<file path="src/rtl/sop_sweep_ctrl_pkg.sv">
// Shared types and constants for the SoP sweep controller.
package sop_pkg;

  typedef enum logic [1:0] {
    IDLE  = 2'd0,
    DRIVE = 2'd1,
    DONE  = 2'd2
  } state_e;

  localparam int VEC_W = 4;
  localparam int TT_W  = 16;
  localparam int CNT_W = 5;

  // a'cd' + bc + abd' -> minterms {2,6,7,12,14,15}
  localparam logic [TT_W-1:0] EXPECTED_SOP = 16'hD0C4;

endpackage

</file>
<file path="src/rtl/sop_sweep_ctrl_if.sv">
// Handshake and result bundle between the sweep controller and its user.
interface sop_sweep_ctrl_if;
  import sop_pkg::*;

  logic             start;
  logic             abort;
  logic             s_in;
  logic [VEC_W-1:0] vec_out;
  logic             busy;
  logic             done;
  logic             pass;
  logic [TT_W-1:0]  truth_table;
  logic [CNT_W-1:0] mismatch_cnt;
  logic [VEC_W-1:0] first_fail;
  logic             fail_valid;

  modport slave (
    input  start, abort, s_in,
    output vec_out, busy, done, pass, truth_table, mismatch_cnt, first_fail, fail_valid
  );

  modport master (
    output start, abort, s_in,
    input  vec_out, busy, done, pass, truth_table, mismatch_cnt, first_fail, fail_valid
  );

endinterface

</file>
<file path="src/rtl/sop_sweep_ctrl_vec_order.sv">
// Step index -> stimulus vector mapping.
// SOP_SWEEP_GRAY_EN selects Gray-code order (one SoP input toggles per step);
// otherwise the step is presented directly in binary order.
module sop_vec_order
  import sop_pkg::*;
(
  input  logic [VEC_W-1:0] step,
  output logic [VEC_W-1:0] vec
);

`ifdef SOP_SWEEP_GRAY_EN
  assign vec = step ^ (step >> 1);
`else
  assign vec = step;
`endif

endmodule

</file>
<file path="src/rtl/sop_sweep_ctrl.sv">
// Self-check sequencer for a 4-input SoP block: sweeps all 16 input vectors,
// captures the truth table and compares it against EXPECTED.
// Optional macro SOP_SWEEP_GRAY_EN (in sop_vec_order) selects Gray sweep order.
//
// state | meaning
// IDLE  | waiting for start, results held, vec_out = 0
// DRIVE | presenting vectors; each step SETTLE+1 cycles, s_in sampled on last
// DONE  | one-cycle done pulse, pass latched from final mismatch count
module sop_sweep_ctrl
  import sop_pkg::*;
#(
  parameter int              SETTLE   = 1,
  parameter logic [TT_W-1:0] EXPECTED = EXPECTED_SOP
) (
  input logic             clk,
  input logic             reset,
  sop_sweep_ctrl_if.slave bus
);

  localparam int SET_W = (SETTLE > 0) ? $clog2(SETTLE + 1) : 1;
  localparam logic [SET_W-1:0] SETTLE_LD = SET_W'(SETTLE);

  state_e           state_q, state_d;
  logic [VEC_W-1:0] step_q, step_d;
  logic [VEC_W-1:0] vec_q, vec_nxt;
  logic [SET_W-1:0] settle_q;
  logic [TT_W-1:0]  tt_q;
  logic [CNT_W-1:0] cnt_q;
  logic [VEC_W-1:0] ff_q;
  logic             fv_q;
  logic             pass_q;
  logic             sample_now;
  logic             last_step;
  logic             miss;

  assign sample_now = (state_q == DRIVE) && !bus.abort && (settle_q == '0);
  assign last_step  = (step_q == VEC_W'(TT_W - 1));
  assign miss       = (bus.s_in != EXPECTED[vec_q]);

  // State register.
  always_ff @(posedge clk) begin
    if (reset) state_q <= IDLE;
    else       state_q <= state_d;
  end

  // Next-state logic; abort wins over the final sample.
  always_comb begin
    state_d = state_q;
    case (state_q)
      IDLE:    if (bus.start) state_d = DRIVE;
      DRIVE: begin
        if (bus.abort)                    state_d = IDLE;
        else if (sample_now && last_step) state_d = DONE;
      end
      DONE:    state_d = IDLE;
      default: state_d = IDLE;
    endcase
  end

  // Step index advances after each sample; the vector is mapped ahead so vec_out is registered.
  always_comb begin
    step_d = step_q;
    if (state_q == IDLE)               step_d = '0;
    else if (sample_now && !last_step) step_d = step_q + VEC_W'(1);
  end

  sop_vec_order u_order (
    .step (step_d),
    .vec  (vec_nxt)
  );

  // Sweep datapath: settle down-counter, capture, mismatch bookkeeping, pass latch.
  always_ff @(posedge clk) begin
    if (reset) begin
      step_q   <= '0;
      vec_q    <= '0;
      settle_q <= '0;
      tt_q     <= '0;
      cnt_q    <= '0;
      ff_q     <= '0;
      fv_q     <= 1'b0;
      pass_q   <= 1'b0;
    end else begin
      step_q <= step_d;
      vec_q  <= (state_d == DRIVE) ? vec_nxt : '0;
      case (state_q)
        IDLE: begin
          if (bus.start) begin
            tt_q     <= '0;
            cnt_q    <= '0;
            ff_q     <= '0;
            fv_q     <= 1'b0;
            pass_q   <= 1'b0;
            settle_q <= SETTLE_LD;
          end
        end
        DRIVE: begin
          if (bus.abort) begin
            pass_q <= 1'b0;
          end else if (settle_q != '0) begin
            settle_q <= settle_q - SET_W'(1);
          end else begin
            tt_q[vec_q] <= bus.s_in;
            settle_q    <= SETTLE_LD;
            if (miss) begin
              if (cnt_q != CNT_W'(TT_W)) cnt_q <= cnt_q + CNT_W'(1);
              if (!fv_q) begin
                ff_q <= vec_q;
                fv_q <= 1'b1;
              end
            end
          end
        end
        DONE:    pass_q <= (cnt_q == '0);
        default: ;
      endcase
    end
  end

  assign bus.vec_out      = vec_q;
  assign bus.busy         = (state_q == DRIVE);
  assign bus.done         = (state_q == DONE);
  assign bus.pass         = pass_q;
  assign bus.truth_table  = tt_q;
  assign bus.mismatch_cnt = cnt_q;
  assign bus.first_fail   = ff_q;
  assign bus.fail_valid   = fv_q;

endmodule

</file>
<file path="src/flat_wrapper.sv">
// flat-port wrapper written by rule: the top's interface ports become plain ports
module sop_sweep_ctrl_flat import sop_pkg::*;
#(
  parameter int              SETTLE   = 1,
  parameter logic [TT_W-1:0] EXPECTED = EXPECTED_SOP
)
  (clk, reset, bus_start, bus_abort, bus_s_in, bus_vec_out, bus_busy, bus_done, bus_pass, bus_truth_table, bus_mismatch_cnt, bus_first_fail, bus_fail_valid);
  sop_sweep_ctrl_if bus_i ();
  input logic clk;
  input logic reset;
  input wire logic [$bits(bus_i.start)-1:0] bus_start;
  input wire logic [$bits(bus_i.abort)-1:0] bus_abort;
  input wire logic [$bits(bus_i.s_in)-1:0] bus_s_in;
  output wire logic [$bits(bus_i.vec_out)-1:0] bus_vec_out;
  output wire logic [$bits(bus_i.busy)-1:0] bus_busy;
  output wire logic [$bits(bus_i.done)-1:0] bus_done;
  output wire logic [$bits(bus_i.pass)-1:0] bus_pass;
  output wire logic [$bits(bus_i.truth_table)-1:0] bus_truth_table;
  output wire logic [$bits(bus_i.mismatch_cnt)-1:0] bus_mismatch_cnt;
  output wire logic [$bits(bus_i.first_fail)-1:0] bus_first_fail;
  output wire logic [$bits(bus_i.fail_valid)-1:0] bus_fail_valid;
  assign bus_i.start = bus_start;
  assign bus_i.abort = bus_abort;
  assign bus_i.s_in = bus_s_in;
  assign bus_vec_out = bus_i.vec_out;
  assign bus_busy = bus_i.busy;
  assign bus_done = bus_i.done;
  assign bus_pass = bus_i.pass;
  assign bus_truth_table = bus_i.truth_table;
  assign bus_mismatch_cnt = bus_i.mismatch_cnt;
  assign bus_first_fail = bus_i.first_fail;
  assign bus_fail_valid = bus_i.fail_valid;
  sop_sweep_ctrl #(.SETTLE(SETTLE), .EXPECTED(EXPECTED)) u_core (.clk(clk), .reset(reset), .bus(bus_i));
endmodule
</file>
<file path="config.mk">
export PLATFORM = sky130hd
export DESIGN_NAME = sop_sweep_ctrl_flat
export DESIGN_NICKNAME = d
export VERILOG_FILES = /design/src/rtl/sop_sweep_ctrl_pkg.sv /design/src/rtl/sop_sweep_ctrl_if.sv /design/src/rtl/sop_sweep_ctrl_vec_order.sv /design/src/rtl/sop_sweep_ctrl.sv /design/src/flat_wrapper.sv
export SDC_FILE = /design/constraint.sdc
export NUM_CORES = 1
export LEC_CHECK = 0
export ABC_AREA = 1
export CORE_MARGIN = 5
export CORE_UTILIZATION = 50
export DETAILED_ROUTE_END_ITERATION = 6
export PLACE_DENSITY_LB_ADDON = 0.2
export SYNTH_ARGS = -nofsm -noshare
export SYNTH_HDL_FRONTEND = slang
export SYNTH_SLANG_ARGS = --single-unit
</file>
<file path="constraint.sdc">
create_clock -name clk -period 1.6 [get_ports clk]
set_input_delay 0.32 -clock clk [delete_from_list [all_inputs] [get_ports clk]]
set_output_delay 0.32 -clock clk [all_outputs]
set_load 0.005 [all_outputs]
</file>
==> results.md <==
- WS Path Type: register to output port
- Switch Pwr: 483 µW
- Final nets: 326
- Fin. max-slew vios: 0
- Slew HR: 78.6%
- H-tree levels: 2
- Placer Congestion: 0.953
- Top-area cell type share of the netlist area: 42.4%
- Vias in the first global route: 1704
- Yosys reg bits: 39
- Post-CTS Setup Inserts: 0
- Die Area: 5000 µm²
- Initial antenna violation count: 0
- Worst hold-check path type: register to register
- Max_cap viols: 0
- Share of cells above drive strength 1: 16.3%
- Pin count of the biggest net entering global routing: 31
- Crit path capture type: output port
- Yosys cell types: 23
- Register area share after synthesis: 42.4%
- Gr ovfl total: 0
- Synth Warn #: 0
- Worst path buffer plus inverter count: 1
- P&R area growth vs syn: 38.8%
- Status: complete, no violations
- CP Cell Sequence: clkdlybuf4s50_1
- CORE AREA: 3610 µm²
- Overall Global Routing Usage: 17.9%
- Syn_nets: 270
- Starting Density: 51.1%
- IO Port Bufs: 37
- Vias post-DR: 1849
- Combinational power share: 12.1%
- Req. time, crit path: 1.28 ns
- Total power: 1.96 mW
- DRT antenna net count: 0
- Final period util: 97.2%
- Switching Share: 24.7%
- Worst EP arrival: 1.24 ns
- Dominant cells by area after synthesis: dfxtp_1 (42%), nand2_1 (11%), nor2_1 (9.2%)
- Syn avg cell area: 7.03 µm²
- TritonCTS clock tree: built
- Initial DRC count: 120
- DP Area: 2390 µm²
- Critical path startpoint category: register
- TritonCTS buffer count: 5
- Ant diodes: 0
- Leak: 1.00 nW
- Share of power burned in the clock network: 37.4%
- Post-Route WL: 4450 µm
- Syn Inst Count: 262
- Vias per inst: 5.04
- Maximum VDD drop: 0.000455 V
- Power density over the cells: 765 nW/µm²
- Root Buffer: clkbuf_8
- Rows: 22
- Worst path top cell family by delay: buffers and inverters
- RSZ-0062 raised after global routing: true
- Worst Tran Pin Value: 0.321 ns
- Upper clock frequency limit: 0.643 GHz
- Cell taking the most area after synthesis: dfxtp_1
- Final Hold Viols: 0
- Int Pwr: 1.47 mW
- Min Tclk post-route: 1.56 ns
- Worst-skew pair later-pin latency: 0.29 ns
- I/O pin count: 38
- TritonCTS Sinks: 39
- Crit path max fanout: 5
- Die Wd: 70.7 µm
- Fill cells: 304
- Final setup fails: 0
- DP HPWL: 3170 µm
- DRC errors left: 0
- First-pass GRT wire length: 7470 µm
- Clock-pin transition on the worst setup and hold timing paths: 0.08 ns
- Max clock buf depth: 2
- Sequential Power Share: 50.5%
- Layout Skew: 0.00558 ns
- Slowest cell on the critical path: clkdlybuf4s50_1
- DRT Pass-1 Iters: 4
- Wirelength per Cell: 12.1 µm
- Die H: 70.7 µm
- CP max stage delay: 0.54 ns
- Post-route cell area: 2560 µm²
- Post-synthesis cell area: 1840 µm²
==> registers in the layout (all words and copies together), names as in the netlist, named ones only <==
register,flops
u_core.bus.first_fail,4
u_core.bus.vec_out,4
u_core.step_q,4
u_core.state_q,2
u_core.bus.mismatch_cnt,5
u_core.settle_q,1
u_core.bus.truth_table,16
u_core.bus.pass,1
u_core.bus.fail_valid,1
==> power by group through the flow <==
stage | Sequential [mW] | Combinational (mW) | Clock, mW
2_1_floorplan | 1.01 | 0.123 | 0
3_3_place_gp | 1.01 | 0.219 | 0
3_5_place_dp | 1.01 | 0.221 | 0
4_1_cts | 0.989 | 0.223 | 0.755
5_1_grt | 0.989 | 0.260 | 0.786
6_report | 0.988 | 0.236 | 0.732
==> worst reg2reg max path, delay by kind of cell (launching register included) <==
family / cells / cell delay [ns]
buf+inv: 1 / 0.08
fa+ha+maj: 1 / 0.19
compound gates: 1 / 0.17
flops: 1 / 0.41
simple gates: 6 / 0.60
==> cell type report <==
class	count	area, µm²	share of cell area, %
clock buffer	8	100	3.92
sequential	39	792	31.0
timing repair buffer	57	534	20.9
tap	48	60.1	2.35
multi-input combinational	194	991	38.8
inverter	21	78.8	3.08
==> through the flow <==
| stage | worst slack [ns] | std cells | util [%] | hold slack (ns) | setup TNS (ns) |
|---|---|---|---|---|---|
| floorplan | 0.232 | 262 | - | 0.462 | 0 |
| global placement | -0.157 | 359 | 66.3 | 0.456 | -2.64 |
| detailed placement | -0.208 | 359 | 66.3 | 0.455 | -3.38 |
| CTS | 0.0220 | 367 | 69.2 | 0.467 | 0 |
| global route | -0.0235 | 367 | 70.9 | 0.486 | -0.0397 |
| finish | 0.0448 | 367 | 70.9 | 0.466 | 0 |
==> synth_stat cells <==
library cell / count
a21o_1: 1
a21oi_1: 27
ha_1: 3
nor2_2: 3
nand2_4: 1
nor2_4: 1
nand3b_1: 6
nand2_2: 4
nand3_1: 16
nand4_1: 7
o21ai_0: 19
buf_6: 1
buf_4: 1
xor2_1: 2
nor3_4: 1
nor2_1: 45
nor3_1: 3
inv_1: 21
buf_2: 2
o211ai_1: 1
nand2_1: 54
clkbuf_1: 4
dfxtp_1: 39
==> kinds of logic (layout without fill, tap and decap cells) <==
| group | after synthesis | after routing | synth area share, % |
|---|---|---|---|
| AO/OA/AOI/OAI | 48 | 48 | 13.3 |
| AND/OR/NAND/NOR | 141 | 141 | 34.6 |
| buffers and inverters | 29 | 86 | 6.66 |
| adder cells (fa/ha/maj) | 3 | 3 | 2.04 |
| XOR/XNOR | 2 | 2 | 0.951 |
| flip-flops | 39 | 39 | 42.4 |
==> repair_timing <==
item,4_1_cts,5_1_grt
resized for setup,5,19
pin swaps,0,3
hold buffers,0,0
setup endpoints to repair,3,13
==> metal layers <==
metal / vias up / part of all wire, % / GRT usage [%]
met5: - / 0 / 0
met4: 0 / 0.90 / 5.85
met3: 6 / 5.1 / 4.12
met2: 44 / 51 / 31.2
met1: 831 / 43 / 21.8
li1: 968 / - / -
==> placed cells by master, fill, tap and decap left out <==
cell             Yosys  routed
nand2_1             54      53
nor2_1              45      42
clkdlybuf4s50_1      0      35
dfxtp_1             39      32
a21oi_1             27      27
inv_1               21      21
o21ai_0             19      19
buf_4                1      18
nand3_1             16      13
nand4_1              7       7
clkbuf_8             0       7
nand3b_1             6       6
dfxtp_2              0       6
nor2_4               1       4
nand3_2              0       3
nand2_2              4       3
nand2_4              1       3
nor2_2               3       3
nor3_1               3       3
xor2_1               2       2
ha_1                 3       2
dlygate4sd2_1        0       2
a21o_1               1       1
nor3_4               1       1
o211ai_1             1       1
ha_2                 0       1
clkbuf_1             4       1
buf_12               0       1
buf_6                1       1
dfxtp_4              0       1
==> worst paths after layout <==
path | from | endpoint | slack (ns) | cells after the start
hold reg to reg | u_core.bus.first_fail[0] | u_core.bus.first_fail[0] | 0.47 | 2
setup / recovery | u_core.bus.mismatch_cnt[0] | bus_mismatch_cnt[0] | 0.04 | 1
hold / removal | u_core.bus.first_fail[0] | u_core.bus.first_fail[0] | 0.47 | 2
setup reg to reg | u_core.bus.mismatch_cnt[0] | u_core.bus.mismatch_cnt[3] | 0.09 | 9
Power figures use the tool's default switching activity.
==> edit: new RTL, config.mk and constraints unchanged <==
Build with the macro `SOP_SWEEP_GRAY_EN` defined.
--- a/src/rtl/sop_sweep_ctrl_vec_order.sv
+++ b/src/rtl/sop_sweep_ctrl_vec_order.sv
@@ -2,4 +2,6 @@
 // SOP_SWEEP_GRAY_EN selects Gray-code order (one SoP input toggles per step);
 // otherwise the step is presented directly in binary order.
+`define SOP_SWEEP_GRAY_EN
+
 module sop_vec_order
   import sop_pkg::*;
Behaviour: not the same (a bounded check fails within 10 cycles, from zero or initial values and one cycle with reset high).
==> edit against the original RTL <==
- utilization up 3.5 points
- power shrank 1.5%
- sequential cell count stayed put
- synthesized cell count is 5.0% higher
- wire length increased by 7.5%
- worst setup slack worse by 6.3 ps
- synthesized area grew 4.8%
- design area up 7.4%
- critical path type is now register to register
- critical endpoint is now u_core.bus.mismatch_cnt[4]
- highest routed layer unchanged
==> edit: results <==
set metrics [dict create \
    ff2ff_setup_slack_ps 40 \
    timing.max_slew.rel_slack_pct 76.10 \
    multi_input_gate_area_in_the_final_layout_um2 1087 \
    avgViaCountPerCell 5.125 \
    synth_compound_area_share_pct 13.09 \
    critical-path-max-stage-delay_ps 380 \
    timing.clock.skew_ps 7.892 \
    grt_start_max_net_pins 18 \
    yosys.area_share.adder_pct 1.944 \
    post_synth_mux_area_share_pct 0 \
    crit_family "simple AND/OR/NAND/NOR gates" \
    layout.nets 350 \
    clk-power_uw 653 \
    gr-usage-all-layers_pct 19.09 \
    static-leakage-power_nw 1.109 \
    drt-initial-drc-count 148 \
    pre_cts_ws_ps -325.3 \
    route.final.wire_length_um 4785 \
    grt_first_pass_wirelength_um 7969 \
    outcome "complete, no violations" \
    antennaDiodeCount 0 \
    crit_arrival_ps 1750 \
    crit_path_max_fanout 8 \
    final-instance-count-excl-fill 391 \
    drive_above_1_share_pct 22.16 \
    ir_worst_vdd_uv 475.5 \
    synth_sequential_area_ratio_pct 40.44 \
    nFillCells 281 \
    gp_congestion 0.8570 \
    postSynthNetCount 283 \
    placedInstanceArea_um2 2515 \
    switching_power_uw 522.4 \
    cp_slowest_cell "sky130_fd_sc_hd__dfxtp_4" \
    place.detailed.instances 377 \
    holdWs_ps 465.1 \
    r2r.worst_path.cells 10 \
    maxClockFrequency_mhz 640.4 \
    dp.final_hpwl_um 3314 \
    synthTopCellsByArea "sky130_fd_sc_hd__dfxtp_1 (40%), sky130_fd_sc_hd__nand2_1 (11%), sky130_fd_sc_hd__nor2_1 (8.7%)" \
    setup-violations-final 0 \
]
-- edit: final cells by class --
class,count,share of cell area [%]
multi-input cells,200,39.61
flip-flops and latches,39,28.81
repair buffers,67,22.15
inverters,29,4.148
clock buffers,6,2.644
well taps,48,2.188
clock inverters,2,0.4558
-- edit: routing by layer --
layer	track usage (%)	up-vias	wire (um)
met1	24.72	903	2171
met5	0	-	0
met3	4.709	14	290
met4	7.516	0	125
li1	-	1029	-
met2	30.43	58	2198
-- edit: path summary, 6_finish.rpt --
kind,to,from
hold reg to reg,u_core.bus.first_fail[3],u_core.bus.first_fail[3]
hold / removal,u_core.bus.first_fail[3],u_core.bus.first_fail[3]
setup reg to reg,u_core.bus.mismatch_cnt[4],u_core.state_q[0]
setup / recovery,u_core.bus.mismatch_cnt[4],u_core.state_q[0]
-- edit: repair_timing --
item | in CTS | in global routing
setup endpoints to repair | 4 | 14
hold endpoints to repair | 0 | 0
pin swaps | 1 | 6
setup buffers | 4 | 2
gates resized for setup | 10 | 23
gates cloned | 0 | 0
